`src/rtl/fft_r4_bfly_issue.sv`:
```
// Radix-4 DIF butterfly that issues branches 1..3 to the twiddle multiplier
// and re-joins branch 0, held in an alignment FIFO, with the returned products.
module fft_r4_bfly_issue #(
  parameter int SIZE_DATA_FI = 4,
  parameter int DATA_W       = 16,
  parameter     TYPE         = "forvard",
  parameter int B0_DEPTH     = 8
) (
  input  logic                i_clk,
  input  logic                i_rst_n,
  input  logic                i_valid,
  output logic                o_ready,
  input  logic                i_sof,
  input  logic [DATA_W-1:0]   i_a_i,
  input  logic [DATA_W-1:0]   i_a_q,
  input  logic [DATA_W-1:0]   i_b_i,
  input  logic [DATA_W-1:0]   i_b_q,
  input  logic [DATA_W-1:0]   i_c_i,
  input  logic [DATA_W-1:0]   i_c_q,
  input  logic [DATA_W-1:0]   i_d_i,
  input  logic [DATA_W-1:0]   i_d_q,
  output logic                o_mul_en,
  output logic [DATA_W+1:0]   o_mul_data1_i,
  output logic [DATA_W+1:0]   o_mul_data1_q,
  output logic [DATA_W+1:0]   o_mul_data2_i,
  output logic [DATA_W+1:0]   o_mul_data2_q,
  output logic [DATA_W+1:0]   o_mul_data3_i,
  output logic [DATA_W+1:0]   o_mul_data3_q,
  output logic [15:0]         o_mul_fi_deg,
  input  logic                i_mul_valid,
  input  logic [DATA_W+3:0]   i_mul_data1_i,
  input  logic [DATA_W+3:0]   i_mul_data1_q,
  input  logic [DATA_W+3:0]   i_mul_data2_i,
  input  logic [DATA_W+3:0]   i_mul_data2_q,
  input  logic [DATA_W+3:0]   i_mul_data3_i,
  input  logic [DATA_W+3:0]   i_mul_data3_q,
  output logic                o_valid,
  output logic [DATA_W+3:0]   o_y0_i,
  output logic [DATA_W+3:0]   o_y0_q,
  output logic [DATA_W+3:0]   o_y1_i,
  output logic [DATA_W+3:0]   o_y1_q,
  output logic [DATA_W+3:0]   o_y2_i,
  output logic [DATA_W+3:0]   o_y2_q,
  output logic [DATA_W+3:0]   o_y3_i,
  output logic [DATA_W+3:0]   o_y3_q,
  output logic                o_err
);
  localparam int W2  = DATA_W + 2;
  localparam int W4  = DATA_W + 4;
  localparam int KW  = SIZE_DATA_FI - 2;
  localparam int AW  = $clog2(B0_DEPTH);
  localparam int CW  = AW + 1;
  localparam bit INV = (TYPE == "invers");
  localparam logic [KW-1:0] K_ONE = {{(KW-1){1'b0}}, 1'b1};
  localparam logic [AW-1:0] A_ONE = {{(AW-1){1'b0}}, 1'b1};
  localparam logic [CW-1:0] C_ONE = {{(CW-1){1'b0}}, 1'b1};

  function automatic logic signed [W2-1:0] sx2(input logic [DATA_W-1:0] v);
    return {{2{v[DATA_W-1]}}, v};
  endfunction

  function automatic logic [W4-1:0] sx4(input logic [W2-1:0] v);
    return {{2{v[W2-1]}}, v};
  endfunction

  logic signed [W2-1:0] t0_i_s, t0_q_s, t1_i_s, t1_q_s, t2_i_s, t2_q_s, t3_i_s, t3_q_s;
  logic signed [W2-1:0] y0_i_s, y0_q_s, y1_i_s, y1_q_s, y2_i_s, y2_q_s, y3_i_s, y3_q_s;
  logic                 accept_s, push_s, pop_s, uflow_s;
  logic [KW-1:0]        k_q, k_d, k_use_s;
  logic [CW-1:0]        cnt_q, cnt_d;
  logic [CW:0]          occ_s;
  logic [AW-1:0]        wr_q, rd_q;
  logic [2*W4-1:0]      fifo_q [B0_DEPTH];

  logic                 mul_en_q;
  logic [W2-1:0]        d1_i_q, d1_q_q, d2_i_q, d2_q_q, d3_i_q, d3_q_q, y0_i_q, y0_q_q;
  logic [15:0]          fi_q;
  logic                 valid_q, err_q;
  logic [W4-1:0]        oy0_i_q, oy0_q_q, oy1_i_q, oy1_q_q, oy2_i_q, oy2_q_q, oy3_i_q, oy3_q_q;

  // Butterfly; -j*t3 = (t3_q, -t3_i), branch 1 takes -j*t3 forward and +j*t3 inverse
  always_comb begin
    t0_i_s = sx2(i_a_i) + sx2(i_c_i);
    t0_q_s = sx2(i_a_q) + sx2(i_c_q);
    t1_i_s = sx2(i_a_i) - sx2(i_c_i);
    t1_q_s = sx2(i_a_q) - sx2(i_c_q);
    t2_i_s = sx2(i_b_i) + sx2(i_d_i);
    t2_q_s = sx2(i_b_q) + sx2(i_d_q);
    t3_i_s = sx2(i_b_i) - sx2(i_d_i);
    t3_q_s = sx2(i_b_q) - sx2(i_d_q);
    y0_i_s = t0_i_s + t2_i_s;
    y0_q_s = t0_q_s + t2_q_s;
    y2_i_s = t0_i_s - t2_i_s;
    y2_q_s = t0_q_s - t2_q_s;
    if (INV) begin
      y1_i_s = t1_i_s - t3_q_s;
      y1_q_s = t1_q_s + t3_i_s;
      y3_i_s = t1_i_s + t3_q_s;
      y3_q_s = t1_q_s - t3_i_s;
    end else begin
      y1_i_s = t1_i_s + t3_q_s;
      y1_q_s = t1_q_s - t3_i_s;
      y3_i_s = t1_i_s - t3_q_s;
      y3_q_s = t1_q_s + t3_i_s;
    end
  end

  // The group being issued counts toward occupancy so a push can never overflow
  assign occ_s    = {1'b0, cnt_q} + {{CW{1'b0}}, mul_en_q};
  assign o_ready  = (occ_s < (CW+1)'(B0_DEPTH));
  assign accept_s = i_valid & o_ready;
  assign k_use_s  = i_sof ? {KW{1'b0}} : k_q;
  assign push_s   = mul_en_q;
  assign pop_s    = i_mul_valid & (cnt_q != {CW{1'b0}});
  assign uflow_s  = i_mul_valid & (cnt_q == {CW{1'b0}});

  // Next-state for twiddle counter and FIFO occupancy
  always_comb begin
    k_d   = k_q;
    cnt_d = cnt_q;
    if (accept_s) k_d = k_use_s + K_ONE;
    else          k_d = k_q;
    if (push_s && !pop_s)      cnt_d = cnt_q + C_ONE;
    else if (!push_s && pop_s) cnt_d = cnt_q - C_ONE;
    else                       cnt_d = cnt_q;
  end

  // Issue register: multiplier operands, twiddle index and branch-0 staging
  always_ff @(posedge i_clk or negedge i_rst_n) begin
    if (!i_rst_n) begin
      mul_en_q <= 1'b0;
      k_q      <= {KW{1'b0}};
      fi_q     <= 16'h0000;
      d1_i_q   <= {W2{1'b0}};
      d1_q_q   <= {W2{1'b0}};
      d2_i_q   <= {W2{1'b0}};
      d2_q_q   <= {W2{1'b0}};
      d3_i_q   <= {W2{1'b0}};
      d3_q_q   <= {W2{1'b0}};
      y0_i_q   <= {W2{1'b0}};
      y0_q_q   <= {W2{1'b0}};
    end else begin
      mul_en_q <= accept_s;
      k_q      <= k_d;
      if (accept_s) begin
        fi_q   <= {{(16-KW){1'b0}}, k_use_s};
        d1_i_q <= y1_i_s;
        d1_q_q <= y1_q_s;
        d2_i_q <= y2_i_s;
        d2_q_q <= y2_q_s;
        d3_i_q <= y3_i_s;
        d3_q_q <= y3_q_s;
        y0_i_q <= y0_i_s;
        y0_q_q <= y0_q_s;
      end
    end
  end

  // Branch-0 storage; contents need no reset since pointers define validity
  always_ff @(posedge i_clk) begin
    if (push_s) fifo_q[wr_q] <= {sx4(y0_i_q), sx4(y0_q_q)};
  end

  // FIFO pointers, output beat and sticky underflow flag
  always_ff @(posedge i_clk or negedge i_rst_n) begin
    if (!i_rst_n) begin
      wr_q    <= {AW{1'b0}};
      rd_q    <= {AW{1'b0}};
      cnt_q   <= {CW{1'b0}};
      valid_q <= 1'b0;
      err_q   <= 1'b0;
      oy0_i_q <= {W4{1'b0}};
      oy0_q_q <= {W4{1'b0}};
      oy1_i_q <= {W4{1'b0}};
      oy1_q_q <= {W4{1'b0}};
      oy2_i_q <= {W4{1'b0}};
      oy2_q_q <= {W4{1'b0}};
      oy3_i_q <= {W4{1'b0}};
      oy3_q_q <= {W4{1'b0}};
    end else begin
      cnt_q   <= cnt_d;
      valid_q <= pop_s;
      err_q   <= err_q | uflow_s;
      if (push_s) wr_q <= wr_q + A_ONE;
      if (pop_s) begin
        rd_q    <= rd_q + A_ONE;
        oy0_i_q <= fifo_q[rd_q][2*W4-1:W4];
        oy0_q_q <= fifo_q[rd_q][W4-1:0];
        oy1_i_q <= i_mul_data1_i;
        oy1_q_q <= i_mul_data1_q;
        oy2_i_q <= i_mul_data2_i;
        oy2_q_q <= i_mul_data2_q;
        oy3_i_q <= i_mul_data3_i;
        oy3_q_q <= i_mul_data3_q;
      end
    end
  end

  assign o_mul_en      = mul_en_q;
  assign o_mul_fi_deg  = fi_q;
  assign o_mul_data1_i = d1_i_q;
  assign o_mul_data1_q = d1_q_q;
  assign o_mul_data2_i = d2_i_q;
  assign o_mul_data2_q = d2_q_q;
  assign o_mul_data3_i = d3_i_q;
  assign o_mul_data3_q = d3_q_q;
  assign o_valid       = valid_q;
  assign o_err         = err_q;
  assign o_y0_i        = oy0_i_q;
  assign o_y0_q        = oy0_q_q;
  assign o_y1_i        = oy1_i_q;
  assign o_y1_q        = oy1_q_q;
  assign o_y2_i        = oy2_i_q;
  assign o_y2_q        = oy2_q_q;
  assign o_y3_i        = oy3_i_q;
  assign o_y3_q        = oy3_q_q;
endmodule

```
`config.mk`:
```
export PLATFORM = sky130hd
export DESIGN_NAME = fft_r4_bfly_issue
export DESIGN_NICKNAME = d
export VERILOG_FILES = /design/src/rtl/fft_r4_bfly_issue.sv
export SDC_FILE = /design/constraint.sdc
export NUM_CORES = 1
export LEC_CHECK = 0
export BUFFER_PORTS_ARGS = -buffer_cell sky130_fd_sc_hd__buf_2
export CAP_MARGIN = 20
export CORE_UTILIZATION = 50
export DETAILED_ROUTE_END_ITERATION = 8
export GPL_TIMING_DRIVEN = 1
export PLACE_DENSITY = 0.84
export SLEW_MARGIN = 20
export SYNTH_ARGS = -nofsm -noshare
export SYNTH_HDL_FRONTEND = slang
export SYNTH_SLANG_ARGS = --single-unit
export TNS_END_PERCENT = 20
```
`constraint.sdc`:
```
create_clock -name i_clk -period 5.1 [get_ports i_clk]
set_input_delay 1.53 -clock i_clk [delete_from_list [all_inputs] [get_ports i_clk]]
set_output_delay 1.53 -clock i_clk [all_outputs]
set_load 0.03 [all_outputs]
```
Word level (Yosys, flattened, before mapping)
Memories as Yosys holds them, arrays and structs flattened. A register that Yosys moved wholly into a read port is not among the register bits.
Cells that the tools add are included.

storage, ports and cells
  register bits after elaboration = 281
  bits in latches = 0
  bits in writable memories = 320
  ROM bits = 0
  input port bits = 253
  output and inout port bits = 288
  word-level logic and storage cells = 63
  memories = 1

cells by class
  add/sub/neg operators = 22
  multiply operators = 0
  div/mod/pow operators = 0
  order comparisons = 1
  eq/ne operators = 0
  shifts and indexed selects = 0
  mux-type cells = 5
  bitwise operators = 4
  reduce and logical (&&, ||, !) cells = 8

memories
  memory  depth  width  rd ports  clocked after Yosys merged registers in  write ports  RTL line  source
  fifo_q  8      40     1         1                                        1            73        logic [2*W4-1:0] fifo_q [B0_DEPTH];

operators by type and width
  operator               count
  $add A17 B17 Y18       4
  $sub A17 B17 Y18       4
  $add A16 B16 Y17       4
  $sub A16 B16 Y17       4
  $mux W4                2
  $add A3 B1 Y3 const B  2
  $add A4 B1 Y5          1
  $lt A5 B4 Y1 const B   1
  $add A4 B1 Y4 const B  1
  $logic_not A4 Y1       1
  $reduce_bool A4 Y1     1
  $sub A4 B1 Y4 const B  1
  $and A1 B1 Y1          3
  $logic_not A1 Y1       3
  $add A2 B1 Y2 const B  1
  $logic_and A1 B1 Y1    2
  $mux W1                2
  $mux W2                1
  $reduce_bool A2 Y1     1
  $or A1 B1 Y1           1

Logic depth before layout (Yosys ltp)
Gate-level depths: netlist of run 1.

  word-level depth = 5
  mapped depth = 21
  depth with buffers taken out = 21

Worst setup path before layout of run 1
OpenSTA, ideal clock, no wires.

  path type = input port to flip-flop
  start = input i_d_q[1]
  end = register d3_i_q[16] (netlist: o_mul_data3_i[16])
  library setup time = 76 ps
  arrival = 5046 ps
  required time = 5024 ps
  path slack = -23 ps
  cell stages on the path = 20
  path buffers = 1
  cell sequence = inv_1 -> ha_1 -> nor2b_4 -> o21ai_2 -> nand2b_1 -> a21o_1 -> a31o_1 -> a21oi_1 -> nor4_1 -> or4_1 -> ha_1 -> clkbuf_1 -> inv_1 -> a21oi_1 -> o21ba_2 -> a21oi_1 -> a211oi_2 -> a21oi_1 -> xor2_1 -> o21ai_1

on the way
  word-level cells in the longest chain between the ends = 2

RTL lines
  what                  RTL line  source
  start, declared       21        input logic [DATA_W-1:0] i_d_q,
  $sub A16 B16 Y17      90        t3_q_s = sx2(i_b_q) - sx2(i_d_q);
  $sub A17 B17 Y18      103       y3_i_s = t1_i_s - t3_q_s;
  end signal, assigned  138       d3_i_q <= {W2{1'b0}};
  end signal, assigned  151       d3_i_q <= y3_i_s;
  end, declared         76        logic [W2-1:0] d1_i_q, d1_q_q, d2_i_q, d2_q_q, d3_i_q, d3_q_q, y0_i_q, y0_q_q;

No other way between the ends.
A chain may end at the register's enable or synchronous reset.

Worst setup path after layout of run 1
  start = input i_b_i[0]
  end = register d3_q_q[14] (netlist: o_mul_data3_q[14])

on the way
  word-level cells in the longest chain between the ends = 2

RTL lines
  what                  RTL line  source
  start, declared       16        input logic [DATA_W-1:0] i_b_i,
  $sub A16 B16 Y17      89        t3_i_s = sx2(i_b_i) - sx2(i_d_i);
  $add A17 B17 Y18      104       y3_q_s = t1_q_s + t3_i_s;
  end signal, assigned  139       d3_q_q <= {W2{1'b0}};
  end signal, assigned  152       d3_q_q <= y3_q_s;
  end, declared         76

No other way between the ends.

==> results.cfg, run 1 <==
[run_status]
outcome = complete, no violations

[cts]
worst_setup_hold_path_clk_slew_ns = 0.06
cts_tree = yes
clock_path_buffers = 3
postCtsSetupBuffers = 0
ctsHoldBuffers = 0
cts_inserted_buffers = 60
clock_insertion_delay_worst_skew_ns = 0.65
cts-resized-gates = 0
cts_num_sinks = 601
clockRootBuffer = sky130_fd_sc_hd__clkbuf_16
clock_tree.htree_level_count = 2

[yosys]
synth-seq-cells = 601
yosys_warnings = 0
post_synthesis_cell_area_um2 = 34480
synth_enable_flop_cells = 288
yosys.cell_count.top_type = sky130_fd_sc_hd__nand2_1
commonest_cells_post_synth = 616 x sky130_fd_sc_hd__nand2_1, 313 x sky130_fd_sc_hd__dfrtp_1, 288 x sky130_fd_sc_hd__edfxtp_1
synth_top_cell_by_area = sky130_fd_sc_hd__edfxtp_1
yosysTopAreaCellShare = 0.2508
synth_ff_type = sky130_fd_sc_hd__dfrtp_1
post_synth_main_area_contributors = sky130_fd_sc_hd__edfxtp_1 25%, sky130_fd_sc_hd__dfrtp_1 23%, sky130_fd_sc_hd__ha_1 9.8%
proportion_of_synthesized_chip_area_in_sequential_cells = 0.4780
synthCells = 3329
netlist-cell-type-count = 87
avgSynthCellArea_um2 = 10.36
synthArstFlopShare = 0.5208

[setup_path]
regToRegStartpoint = o_mul_en
worstSetupEndpointType = flop
critPathCapture = o_mul_data3_q[14]
setup.reg_to_reg.worst_slack_ns = 2.39
critical_path.max_fanout = 3
timing_startpoint_of_the_critical_path = i_b_i[0]
worstRegToRegCells = 6
required_ns = 5.60
worst-setup-path-type = primary input to flop
critical_path_arrival_ns = 5.24
crit-reg2reg-capture = y0_q_q[17]
start_kind = primary input

[hold_path]
min_path_type = flop to flop

[floorplan]
die_y_um = 264.6
starting_density_of_the_core = 0.5089
num_rows = 95
die_area_um2 = 70020
die_width_um = 264.6
ios = 541
core_box_area_um2 = 67750

[detailed_routing]
ant_nets = 0
drt_first_iter_violations = 1923
post_detailed_route_drc_marker_count = 0
vias_per_cell = 5.387
avgRoutedWirePerCell_um = 19.40
drt-total-wl_mm = 97.11
dr_total_vias = 26970
drt_pass1_iterations = 6

[place]
gpl.final_weighted_congestion = 0.9786
io_buffers = 526
dpl.hpwl_mm = 73.45

[power_and_ir_drop]
netSwitchingFraction = 0.4149
internal-power_mw = 13.73
static-leakage-power_nw = 19.80
power_frac_comb = 0.471
power.share.clock = 0.196
worst_ir_drop_vdd_mv = 0.4383
p_switching_mw = 9.738
report.power.total_mw = 23.47
power-per-cell-area_nw_per_um2 = 556.3
power.sequential.fraction = 0.333

[final_layout]
nNetsFinal = 4616
areaGrowthSynthToFinish_pct = 22.34
fraction_of_layout_cells_with_a_size_suffix_above_1 = 0.2652

[timing]
finalMaxSlewViolations = 0
finalClockSkew_ns = 0.03067
setup_viol = 0
final_min_period_over_clock_period = 0.9297
rsz_0062_raised_after_global_routing = false
period_needed_ns = 4.742
hold_viol = 0
worst_hold_slack_ns = 0.4665
fin_setup_tns_ns = 0
max_freq_mhz = 210.9
max_slew_margin = 0.2730
worst-slew-pin-transition_ns = 1.090

[global_route]
grt_start_max_net_pins = 205
via_count_of_the_first_global_routing_pass = 26710
overflow = 0
grt_pass1_wl_mm = 148.5
antenna_found_initial = 6
track_usage = 0.2737

[flow_run]
maxCapViolCount = 0
-- critical path, stage by stage --
cell	delay, ns
sky130_fd_sc_hd__buf_2	0.11
sky130_fd_sc_hd__inv_1	0.05
sky130_fd_sc_hd__ha_1	0.18
sky130_fd_sc_hd__fa_1	0.21
sky130_fd_sc_hd__nand2b_1	0.14
sky130_fd_sc_hd__a21oi_1	0.08
sky130_fd_sc_hd__buf_4	0.15
sky130_fd_sc_hd__o211ai_1	0.21
sky130_fd_sc_hd__nand2_1	0.10
sky130_fd_sc_hd__a31o_2	0.25
sky130_fd_sc_hd__a21o_1	0.18
sky130_fd_sc_hd__xnor2_1	0.24
sky130_fd_sc_hd__ha_1	0.29
sky130_fd_sc_hd__and3_4	0.18
sky130_fd_sc_hd__a221oi_1	0.32
sky130_fd_sc_hd__nor2_1	0.07
sky130_fd_sc_hd__a311o_1	0.34
sky130_fd_sc_hd__a21o_1	0.20
sky130_fd_sc_hd__a21oi_2	0.19
sky130_fd_sc_hd__xor2_1	0.16
sky130_fd_sc_hd__o21ai_1	0.07
-- cells in the final DEF, fill, tap and decap left out, types with 7 or more instances in the layout --
cell                        netlist  final
sky130_fd_sc_hd__nand2_1        616    615
sky130_fd_sc_hd__buf_2           31    525
sky130_fd_sc_hd__buf_4           25    338
sky130_fd_sc_hd__dfrtp_1        313    310
sky130_fd_sc_hd__edfxtp_1       288    288
sky130_fd_sc_hd__ha_1           269    269
sky130_fd_sc_hd__inv_1          226    226
sky130_fd_sc_hd__o21ai_0        217    217
sky130_fd_sc_hd__xnor2_1        191    191
sky130_fd_sc_hd__a21oi_1        188    188
sky130_fd_sc_hd__nor2_1         173    167
sky130_fd_sc_hd__mux4_2          72     72
sky130_fd_sc_hd__clkbuf_16        0     63
sky130_fd_sc_hd__o21bai_1        53     53
sky130_fd_sc_hd__a21o_1          43     43
sky130_fd_sc_hd__xor2_1          43     43
sky130_fd_sc_hd__mux2i_1         40     40
sky130_fd_sc_hd__nand2b_1        39     38
sky130_fd_sc_hd__nor3_1          38     36
sky130_fd_sc_hd__nor2b_1         31     31
sky130_fd_sc_hd__nand3_1         25     25
sky130_fd_sc_hd__o21ai_1         18     18
sky130_fd_sc_hd__o21a_1          18     18
sky130_fd_sc_hd__fa_1            17     17
sky130_fd_sc_hd__nor4_1          16     16
sky130_fd_sc_hd__o31ai_1         15     15
sky130_fd_sc_hd__conb_1           1     14
sky130_fd_sc_hd__clkbuf_1       117     14
sky130_fd_sc_hd__a31oi_1         13     13
sky130_fd_sc_hd__a211oi_1        10     10
sky130_fd_sc_hd__o211ai_1         9      9
sky130_fd_sc_hd__o41ai_1          9      9
sky130_fd_sc_hd__clkinv_2         0      9
sky130_fd_sc_hd__nand4_1          8      8
sky130_fd_sc_hd__or2_2            7      7
sky130_fd_sc_hd__or3_1            7      7
sky130_fd_sc_hd__and3_1           7      7
-- layout make-up --
class                   count  area (um^2)
fillers                  5438        25570
flip-flops and latches    601        16490
multi-input cells        2318        16360
repair buffers            869         5280
clock buffers              82         1698
well taps                 873         1092
inverters                 227        853.3
clock inverters            32        406.6
diodes                      4        10.01
-- metal layers --
metal | wire length (um) | global-route usage | vias to the layer above
met3 | 6767 | 0.04682 | 196
li1 | - | - | 12910
met2 | 47010 | 0.4751 | 1014
met4 | 4334 | 0.1158 | 2
met5 | 8 | 0 | -
met1 | 38990 | 0.3363 | 12840
-- cell families after synthesis --
kind of cell               count (synthesis)  share of synthesized area
AOI/OAI and AO/OA                        679                     0.1237
xor gates and xnor gates                 234                    0.05944
adders and majority gates                286                     0.1075
buffers and inverters                    423                    0.05022
DFF                                      601                     0.4780
muxes                                    116                    0.05995
other                                      1                  0.0001088
and+or+nand+nor                          989                     0.1211
-- registers in the layout, indices dropped and copies added, names as in the netlist, 4 cells and up --
| name | cells |
|---|---|
| o_mul_data2_q | 18 |
| o_mul_data3_i | 17 |
| y0_q_q | 17 |
| o_y2_i | 20 |
| o_mul_data1_i | 18 |
| cnt_q | 4 |
| o_mul_data1_q | 18 |
| o_y1_q | 20 |
| o_y1_i | 20 |
| o_mul_data2_i | 18 |
| o_y3_q | 20 |
| o_y0_q | 18 |
| o_y3_i | 20 |
| o_y2_q | 20 |
| o_mul_data3_q | 17 |
| y0_i_q | 17 |
| o_y0_i | 18 |
| fifo_q | 288 |
-- through the flow --
stage                       util  std cells  area [um^2]  setup WS (ns)
after floorplan                -       3342        34530        0.02680
after global placement    0.5914       4888        40070        -0.2343
after detailed placement  0.5914       4888        40070        -0.2676
after CTS                 0.6225       5002        42170         0.3820
after global routing      0.6226       5006        42180        0.07018
final                     0.6226       5006        42180         0.3585
-- worst min path at each step --
stage | startpoint | endpoint | slack (ns) | cells after the start
finish | o_err | o_err | 0.47 | 1
global route | o_y2_q[7] | o_y2_q[7] | 0.49 | 2
CTS | o_err | o_err | 0.47 | 1
detailed placement | o_mul_fi_deg[0] | o_mul_fi_deg[0] | 0.45 | 2
global placement | o_y2_q[3] | o_y2_q[3] | 0.45 | 2
floorplan | cnt_q[3] | cnt_q[3] | 0.47 | 1
-- power by group through the flow --
stage               clock, mW  sequential, mW  combinational (mW)
finish                   4.61            7.81                11.0
floorplan                   0            9.04                5.74
global placement            0            7.80                10.8
detailed placement          0            7.87                11.0
global route             4.88            7.97                11.9
CTS                      4.70            7.81                11.1
(Power assumes the default switching activity.)
==> run 2: changes to the inputs <==
- CORE_MARGIN: unset -> 2
==> run 2 against run 1 <==
Sequential power about the same. Hold slack worse by 0.0054 ns. Largest cell class unchanged. Wire length down 0.25%. Cell count down 1.0%. Critical path type unchanged. Global-route usage down 0.53 points.
==> results.cfg, run 2 (synthesized netlist as in run 1, its figures left out) <==
[run_status]
outcome = complete, no violations

[flow_run]
maxCapViolCount = 0

[global_route]
globalRouteMet3Util = 0.05443
via_count_of_the_first_global_routing_pass = 26400
track_usage = 0.2684
busiest_layer = met2
grt_pass1_wl_mm = 147.4
antenna_found_initial = 7
globalRouteMet2Util = 0.4678
globalRouteMet1Util = 0.3240
overflow = 0
grt_start_max_net_pins = 212

[timing]
period_needed_ns = 4.758
rsz_0062_raised_after_global_routing = false
max_freq_mhz = 210.2
max_slew_margin = 0.3444
fin_setup_tns_ns = 0
finalMaxSlewViolations = 0
worst-slew-pin-transition_ns = 0.9834
layout_setup_ws_ns = 0.3422
hold_viol = 0
final_min_period_over_clock_period = 0.9329
finalClockSkew_ns = 0.03869
setup_viol = 0

[cts]
ctsHoldBuffers = 0
cts_num_sinks = 601
clock_insertion_delay_worst_skew_ns = 0.65
cts_tree = yes
cts_inserted_buffers = 61
clock_tree.htree_level_count = 2
worst_setup_hold_path_clk_slew_ns = 0.06
cts-resized-gates = 0
clock_path_buffers = 3
postCtsSetupBuffers = 0
clockRootBuffer = sky130_fd_sc_hd__clkbuf_16

[final_layout]
mostFrequentLayoutCell = sky130_fd_sc_hd__nand2_1
areaGrowthSynthToFinish_pct = 21.36
commonest_cells_after_routing_fill_and_taps_aside = 615 x sky130_fd_sc_hd__nand2_1, 525 x sky130_fd_sc_hd__buf_2, 310 x sky130_fd_sc_hd__dfrtp_1
post-route-util = 0.6112
regMostFlops = fifo_q
largest_register_ffs = 288
fraction_of_layout_cells_with_a_size_suffix_above_1 = 0.2572
nNetsFinal = 4556

[detailed_routing]
drt_pass1_iterations = 6
post_detailed_route_drc_marker_count = 0
drt-total-wl_mm = 96.87
ant_nets = 0
avgRoutedWirePerCell_um = 19.55
vias_per_cell = 5.401
dr_total_vias = 26770
drt_first_iter_violations = 1964

[floorplan]
die_y_um = 266.6
num_rows = 96
ios = 541
die_width_um = 266.6
core_box_area_um2 = 68470
die_area_um2 = 71080
starting_density_of_the_core = 0.5036

[power_and_ir_drop]
power.sequential.fraction = 0.333
static-leakage-power_nw = 19.55
power-per-cell-area_nw_per_um2 = 561.8
power.share.clock = 0.205
internal-power_mw = 13.75
p_switching_mw = 9.753
report.power.total_mw = 23.51
power_frac_comb = 0.462
worst_ir_drop_vdd_mv = 0.4273
netSwitchingFraction = 0.4149

[setup_path]
start_kind = primary input
critical_path_arrival_ns = 5.24
critical_path.max_fanout = 3
required_ns = 5.58
critPathMaxStageDelay_ns = 0.39
timing.critical_path.max_delay_family = compound AO/OA/AOI/OAI gates
crit_buf_inv = 2
critical-path-slowest-cell = sky130_fd_sc_hd__fa_1
timing.critical_path.cells = buf_2, inv_1, ha_1, fa_1, nand2b_1, a21oi_1, o211ai_1, nand2_1, a31o_2, a21o_1, xnor2_1, ha_1, and3_4, a221oi_1, nor2_1, a311o_1, a21o_1, a21oi_2, xor2_1, o21ai_1
worstSetupEndpointType = flop
worst-setup-path-type = primary input to flop

[hold_path]
min_path_type = flop to flop

[place]
dpl.hpwl_mm = 72.65
io_buffers = 526
preCtsSetupSlack_ns = -0.2623
gpl.final_weighted_congestion = 0.9832
## run 2: area by class of cell
type | count | area (um^2)
clock buffers | 75 | 1675
well taps | 882 | 1104
multi-input cells | 2318 | 16360
repair buffers | 808 | 4835
inverters | 227 | 853.3
fillers | 5479 | 26620
clock inverters | 41 | 524.3
flip-flops and latches | 601 | 16490
diodes | 4 | 10.01
## run 2: path summary, 6_finish.rpt
path / endpoint / startpoint / cells past startpoint / slack, ns
max: o_mul_data3_q[14] / i_b_i[0] / 20 / 0.34
min: o_err / o_err / 1 / 0.46
max reg2reg: o_y2_i[17] / cnt_q[0] / 6 / 2.13
min reg2reg: o_err / o_err / 1 / 0.46
max in group asynchronous: o_y3_q[10] / i_rst_n / 2 / 3.11
min in group asynchronous: o_mul_data1_q[17] / i_rst_n / 1 / 0.97
## run 2: metal layers
layer  vias up  wire length (um)
met2       985             47120
met4         6              4273
met3       198              7141
met1     12760             38290
li1      12820                 -
met5         -                44
## run 2: worst reg2reg max path, cell delays in order (launching register included)
cell and delay, ns:
sky130_fd_sc_hd__dfrtp_1 0.46, sky130_fd_sc_hd__nor4_1 0.42, sky130_fd_sc_hd__nand2b_4 0.43, sky130_fd_sc_hd__clkinv_2 0.83, sky130_fd_sc_hd__buf_12 0.55, sky130_fd_sc_hd__nand2_1 0.14
sky130_fd_sc_hd__nand2_1 0.06
## run 2: power groups by stage
stage	Sequential [mW]	Combinational, mW	Clock (mW)
after floorplan	9.04	5.74	0
after global placement	7.79	10.6	0
after detailed placement	7.88	10.8	0
after CTS	7.82	10.9	4.90
after global routing	8.01	11.8	5.08
final	7.83	10.9	4.81
## run 2: metrics by stage
stage	hold slack [ns]	cell area (um^2)	std cells
6_report	0.4610	41850	4956
5_1_grt	0.4812	41840	4954
4_1_cts	0.4618	41840	4952
3_5_place_dp	0.4475	39640	4836
3_3_place_gp	0.4351	39640	4836
2_1_floorplan	0.4652	34530	3342
